<file path="src/rtl/boss_ctrl.sv">
// Stage-3 boss sequencer: per-frame behaviour FSM driving the boss
// sprite position, animation column, hit points, fire request and death flag.
module boss_ctrl #(
    parameter int STAGE3        = 6,
    parameter int X_MIN         = 10,
    parameter int X_MAX         = 300,
    parameter int Y_HOME        = 30,
    parameter int X_START       = 155,
    parameter int SPEED         = 2,
    parameter int ANIM_DIV      = 8,
    parameter int PATROL_FRAMES = 120,
    parameter int ATTACK_FRAMES = 30,
    parameter int HURT_FRAMES   = 20,
    parameter int HP_INIT       = 10
) (
    input  logic       clk,
    input  logic       rst,
    input  logic [3:0] state,
    input  logic       frame_tick,
    input  logic       hit,
    output logic [8:0] boss_x,
    output logic [8:0] boss_y,
    output logic [3:0] boss_state,
    output logic [3:0] boss_hp,
    output logic       fire,
    output logic       boss_dead
);

    localparam logic [2:0] S_IDLE   = 3'd0;
    localparam logic [2:0] S_ENTER  = 3'd1;
    localparam logic [2:0] S_PATROL = 3'd2;
    localparam logic [2:0] S_ATTACK = 3'd3;
    localparam logic [2:0] S_HURT   = 3'd4;
    localparam logic [2:0] S_DEAD   = 3'd5;

    logic [2:0] fsm, fsm_n;
    logic [8:0] x_n, y_n;
    logic [3:0] bs_n, hp_n;
    logic       fire_n, dead_n;
    logic [7:0] cnt, cnt_n;
    logic [7:0] anim, anim_n;
    logic       dir_left, dir_left_n;

    logic       in_stage;
    logic       take_hit;
    logic       anim_wrap;
    logic [3:0] bs_step;
    logic [9:0] x_right;
    logic [8:0] x_left;

    assign in_stage  = (state == 4'(STAGE3));
    assign take_hit  = hit && (fsm == S_PATROL || fsm == S_ATTACK);
    assign anim_wrap = (anim == 8'(ANIM_DIV - 1));
    assign bs_step   = {2'b00, boss_state[1:0] + 2'd1};
    assign x_right   = {1'b0, boss_x} + 10'(SPEED);
    assign x_left    = boss_x - 9'(SPEED);

    // Next-state and next-output selection for the boss behaviour FSM
    always_comb begin
        fsm_n      = fsm;
        x_n        = boss_x;
        y_n        = boss_y;
        bs_n       = boss_state;
        hp_n       = boss_hp;
        fire_n     = 1'b0;
        dead_n     = boss_dead;
        cnt_n      = cnt;
        anim_n     = anim;
        dir_left_n = dir_left;

        if (fsm != S_IDLE && !in_stage) begin
            fsm_n      = S_IDLE;
            x_n        = 9'(X_START);
            y_n        = 9'd0;
            bs_n       = 4'd0;
            hp_n       = 4'(HP_INIT);
            dead_n     = 1'b0;
            cnt_n      = 8'd0;
            anim_n     = 8'd0;
            dir_left_n = 1'b0;
        end else if (take_hit) begin
            if (boss_hp == 4'd1) begin
                hp_n   = 4'd0;
                fsm_n  = S_DEAD;
                dead_n = 1'b1;
                bs_n   = 4'd6;
            end else begin
                hp_n  = boss_hp - 4'd1;
                fsm_n = S_HURT;
                cnt_n = 8'd0;
                bs_n  = 4'd5;
            end
        end else begin
            case (fsm)
                S_IDLE: begin
                    if (in_stage)
                        fsm_n = S_ENTER;
                end
                S_ENTER: begin
                    if (frame_tick) begin
                        y_n = boss_y + 9'd1;
                        if (anim_wrap) begin
                            anim_n = 8'd0;
                            bs_n   = bs_step;
                        end else begin
                            anim_n = anim + 8'd1;
                        end
                        if (boss_y + 9'd1 == 9'(Y_HOME)) begin
                            fsm_n      = S_PATROL;
                            cnt_n      = 8'd0;
                            dir_left_n = 1'b0;
                            anim_n     = 8'd0;
                            bs_n       = 4'd0;
                        end
                    end
                end
                S_PATROL: begin
                    if (frame_tick) begin
                        if (!dir_left) begin
                            if (x_right > 10'(X_MAX)) begin
                                x_n        = 9'(X_MAX);
                                dir_left_n = 1'b1;
                            end else begin
                                x_n = x_right[8:0];
                            end
                        end else begin
                            if ({1'b0, boss_x} < 10'(X_MIN + SPEED)) begin
                                x_n        = 9'(X_MIN);
                                dir_left_n = 1'b0;
                            end else begin
                                x_n = x_left;
                            end
                        end
                        if (anim_wrap) begin
                            anim_n = 8'd0;
                            bs_n   = bs_step;
                        end else begin
                            anim_n = anim + 8'd1;
                        end
                        if (cnt == 8'(PATROL_FRAMES - 1)) begin
                            fsm_n  = S_ATTACK;
                            cnt_n  = 8'd0;
                            fire_n = 1'b1;
                            bs_n   = 4'd4;
                        end else begin
                            cnt_n = cnt + 8'd1;
                        end
                    end
                end
                S_ATTACK: begin
                    if (frame_tick) begin
                        if (cnt == 8'(ATTACK_FRAMES - 1)) begin
                            fsm_n  = S_PATROL;
                            cnt_n  = 8'd0;
                            anim_n = 8'd0;
                            bs_n   = 4'd0;
                        end else begin
                            cnt_n = cnt + 8'd1;
                        end
                    end
                end
                S_HURT: begin
                    if (frame_tick) begin
                        if (cnt == 8'(HURT_FRAMES - 1)) begin
                            fsm_n  = S_PATROL;
                            cnt_n  = 8'd0;
                            anim_n = 8'd0;
                            bs_n   = 4'd0;
                        end else begin
                            cnt_n = cnt + 8'd1;
                            bs_n  = (boss_state == 4'd5) ? 4'd0 : 4'd5;
                        end
                    end
                end
                S_DEAD: begin
                end
                default: begin
                    fsm_n = S_IDLE;
                end
            endcase
        end
    end

    // State and output registers; reset drops the boss back to its spawn values
    always_ff @(posedge clk or posedge rst) begin
        if (rst) begin
            fsm        <= S_IDLE;
            boss_x     <= 9'(X_START);
            boss_y     <= 9'd0;
            boss_state <= 4'd0;
            boss_hp    <= 4'(HP_INIT);
            fire       <= 1'b0;
            boss_dead  <= 1'b0;
            cnt        <= 8'd0;
            anim       <= 8'd0;
            dir_left   <= 1'b0;
        end else begin
            fsm        <= fsm_n;
            boss_x     <= x_n;
            boss_y     <= y_n;
            boss_state <= bs_n;
            boss_hp    <= hp_n;
            fire       <= fire_n;
            boss_dead  <= dead_n;
            cnt        <= cnt_n;
            anim       <= anim_n;
            dir_left   <= dir_left_n;
        end
    end

endmodule

</file>
<file path="config.mk">
export PLATFORM = sky130hd
export DESIGN_NAME = boss_ctrl
export DESIGN_NICKNAME = d
export VERILOG_FILES = /design/src/rtl/boss_ctrl.sv
export SDC_FILE = /design/constraint.sdc
export NUM_CORES = 1
export LEC_CHECK = 0
export CAP_MARGIN = 30
export CORE_ASPECT_RATIO = 0.7
export CORE_MARGIN = 1.5
export CORE_UTILIZATION = 40
export CTS_BUF_LIST = sky130_fd_sc_hd__clkbuf_2 sky130_fd_sc_hd__clkbuf_4 sky130_fd_sc_hd__clkbuf_8
export DETAILED_ROUTE_END_ITERATION = 7
export HOLD_SLACK_MARGIN = 0.1
export PLACE_DENSITY_LB_ADDON = 0.12
export SLEW_MARGIN = 25
export SYNTH_ARGS = -nofsm -noshare
export SYNTH_HDL_FRONTEND = slang
export SYNTH_SLANG_ARGS = --single-unit
</file>
<file path="constraint.sdc">
create_clock -name clk -period 2.8 [get_ports clk]
set_clock_uncertainty 0.15 [all_clocks]
set_input_delay 0.84 -clock clk [delete_from_list [all_inputs] [get_ports clk]]
set_output_delay 0.84 -clock clk [all_outputs]
set_load 0.01 [all_outputs]
</file>
==> impl_metrics.json <==
{
  "status": "complete, no violations",
  "wl_per_cell_um": 17.1,
  "crit_path_end": "cnt[6]",
  "gr-total-overflow": 0,
  "core_area_um2": 8550,
  "setup.reg_to_reg.worst_slack_ns": 0.15,
  "count_of_nets_after_finishing": 526,
  "final_layout_worst_hold_slack_ns": 0.339,
  "finalHoldViolations": 0,
  "synth.ff_latch_count": 48,
  "timing.final.setup_violations": 0,
  "switching_part_of_the_total_pct": 41.7,
  "mostFrequentLayoutCells": "buf_4, dfrtp_1, nand2_1",
  "total_net_switching_power_mw": 1.27,
  "most_used_dff_post_synth": "dfrtp_1",
  "maxSlewViolCount": 0,
  "synth_area_per_cell_um2": 8.20,
  "worst_r2r_path_depth": 6,
  "maxCapViolCount": 0,
  "syn-instance-count": 436,
  "route.antenna.remaining_nets": 0,
  "cts_buffers": 5,
  "grt_pass1_wl_um": 17600,
  "area_growth_pct": 28.4,
  "drt-total-wl_um": 10800,
  "dp_hpwl_um": 7840,
  "min_period_over_period_pct": 97.1,
  "yosysTopAreaCellShare_pct": 28.7,
  "ys_warn_count": 0,
  "post-route-drc-count": 0,
  "syn_area_um2": 3580,
  "layout.cells.non_filler": 629,
  "power.share.sequential_pct": 31.6,
  "rsz_0062_raised_after_global_routing": "yes",
  "cts-root-to-sink-buffers": 2,
  "drt_first_iter_violations": 453,
  "die-width_um": 116,
  "place.gp.congestion": 0.903,
  "timing.critical_path.from": "state[2]",
  "post_synth_num_cell_types": 70,
  "worst_path_max_delay_cell": "clkdlybuf4s50_1",
  "io-pin-count": 36,
  "h-tree-depth": 2,
  "p_int_mw": 1.77,
  "fmax_mhz": 368,
  "critical_path_maximum_fanout": 7,
  "synth_largest_area_cell": "dfrtp_1",
  "crit_cells": 10,
  "min_period_ns": 2.72,
  "pin_count_of_the_biggest_net_entering_global_routing": 49,
  "synth-edff-count": 0,
  "yosys-top-cells-area": "dfrtp_1, dfstp_2, o21ai_0",
  "starting_utilization_of_the_core_area_pct": 41.8,
  "clock_group_share_of_total_power_pct": 17.1,
  "critPathTopFamily": "buffers and inverters",
  "cts-root-buf": "clkbuf_8",
  "cp_data_required_time_ns": 2.85,
  "die_height_um": 82.1,
  "r2r-end": "anim[6]",
  "worstPathCellList": "clkdlybuf4s50_1, nor4bb_4, buf_6, or2_4, buf_4, o311ai_1, buf_4, a21oi_1, o31ai_2, o31ai_2",
  "worst_pin_slew_ns": 0.660,
  "cts_num_sinks": 48,
  "setup.worst_path.class": "in -> reg",
  "async_flop_share_pct": 100,
  "antenna-diode-count": 0,
  "hp-class": "reg -> reg",
  "ys_seq_area_share_pct": 33.8,
  "worstSetupEndpointType": "flop",
  "mostFrequentLayoutCell": "buf_4",
  "per_cell_via_count_in_the_routed_design": 5.91,
  "final_layout_size_suffix_gt1_share_pct": 19.1,
  "port-buffer-count": 35,
  "insertion_delay_ns": 0.32,
  "clkSlewWorstSetupHoldPaths_ns": 0.09,
  "floorplan.rows": 28,
  "worst-endpoint-arrival_ns": 2.77,
  "peakVddDrop_mv": 0.457,
  "detailed_route_via_count": 3718,
  "delay_contributed_by_the_slowest_stage_of_the_critical_path_ns": 0.42,
  "first_global_vias": 3384,
  "r2r-start": "cnt[5]",
  "gr-usage-all-layers_pct": 23.9,
  "rel_slew_slack_pct": 56.0,
  "critPathBufInv": 4,
  "dieArea_um2": 9530,
  "placed_cells_incl_taps": 620,
  "number_of_antenna_violations_at_the_first_check_in_global_routing": 0,
  "drtPass1Iterations": 5,
  "static_leakage_power_nw": 1.97,
  "worstSetupStartpointType": "input pin",
  "combinationalPowerShare_pct": 51.3,
  "power_density_nw_per_um2": 662,
  "cts_tree": "done",
  "syn_nets": 454
}
## flip-flops by register name (all words and copies together), names as in the netlist
signal,count
boss_y,9
boss_hp,4
boss_x,9
anim,8
boss_state,4
fsm,3
cnt,8
dir_left,1
boss_dead,1
fire,1
## kinds of logic after synthesis
group / Yosys count / share of synthesized area (%)
AND/OR/NAND/NOR: 184 / 28.1
AO/OA/AOI/OAI: 141 / 27.4
XOR/XNOR: 9 / 2.20
buffers and inverters: 42 / 4.44
multiplexers: 2 / 0.595
flip-flops: 48 / 33.8
adder cells (fa/ha/maj): 10 / 3.50
## layout make-up
type / instances / area, um^2
Sequential cell: 48 / 1210
Fill cell: 807 / 3960
Multi-Input combinational cell: 346 / 2260
Inverter: 14 / 52.6
Clock buffer: 6 / 76.3
Timing Repair Buffer: 93 / 806
Tap cell: 120 / 150
Clock inverter: 2 / 35.0
## worst min-delay path: cells and delay by family (launching register included)
family	cells	cell delay, ns
AND/OR/NAND/NOR	2	0.11
flip-flops	1	0.35
## Yosys cell counts (all sizes together), types with 4 or more instances
library cell / n
a21o: 6
a21oi: 19
a22o: 6
and2: 4
and3: 7
clkbuf: 27
dfrtp: 41
dfstp: 7
ha: 10
inv: 14
nand2: 39
nand2b: 6
nand3: 22
nand4: 5
nor2: 37
nor2b: 8
nor3: 12
nor3b: 9
nor4: 5
o211ai: 8
o21a: 5
o21ai: 35
o311ai: 4
o31ai: 16
or2: 6
or3: 4
or4: 5
xor2: 6
## layer usage
layer	global-route usage, %	vias to the layer above	routed length (um)
met5	0	-	0
met3	4.38	24	760
met4	5.61	0	170
li1	-	1777	-
met1	37.8	1768	5660
met2	32.9	149	4170
## metrics by stage
| step | instance area [um^2] | setup WS [ns] | TNS [ns] | power [mW] | utilization, % |
|---|---|---|---|---|---|
| 3_3_place_gp | 4430 | -0.358 | -8.26 | 2.43 | 51.8 |
| 5_1_grt | 4590 | -0.0189 | -0.0568 | 3.26 | 53.7 |
| 6_report | 4590 | 0.0814 | 0 | 3.04 | 53.7 |
| 4_1_cts | 4540 | 0.00644 | 0 | 2.98 | 53.1 |
| 3_5_place_dp | 4430 | -0.357 | -7.85 | 2.43 | 51.8 |
| 2_1_floorplan | 3580 | 0.0616 | 0 | 1.83 | - |
## worst min path at each step
| stage | start | slack, ns | to | cells after the start |
|---|---|---|---|---|
| after floorplan | anim[1] | 0.34 | anim[1] | 1 |
| after global placement | boss_dead | 0.31 | boss_dead | 2 |
| after detailed placement | boss_dead | 0.32 | boss_dead | 2 |
| after CTS | boss_dead | 0.35 | boss_dead | 2 |
| after global routing | boss_dead | 0.39 | boss_dead | 2 |
| final | boss_dead | 0.34 | boss_dead | 2 |
## power by group through the flow
stage          registers, mW  clock network, mW  logic (mW)
5_1_grt                0.979              0.566        1.72
3_5_place_dp           0.962                  0        1.47
6_report               0.961              0.521        1.56
4_1_cts                0.953              0.537        1.49
3_3_place_gp           0.964                  0        1.46
2_1_floorplan          0.882                  0       0.949
## repair_timing
action | in CTS | in global routing
pin swaps | 0 | 4
setup buffers | 0 | 1
endpoints found under the setup margin | 2 | 20
resized for setup | 1 | 13
hold buffers | 0 | 0
Note: power is estimated with default switching activity, not from simulation.
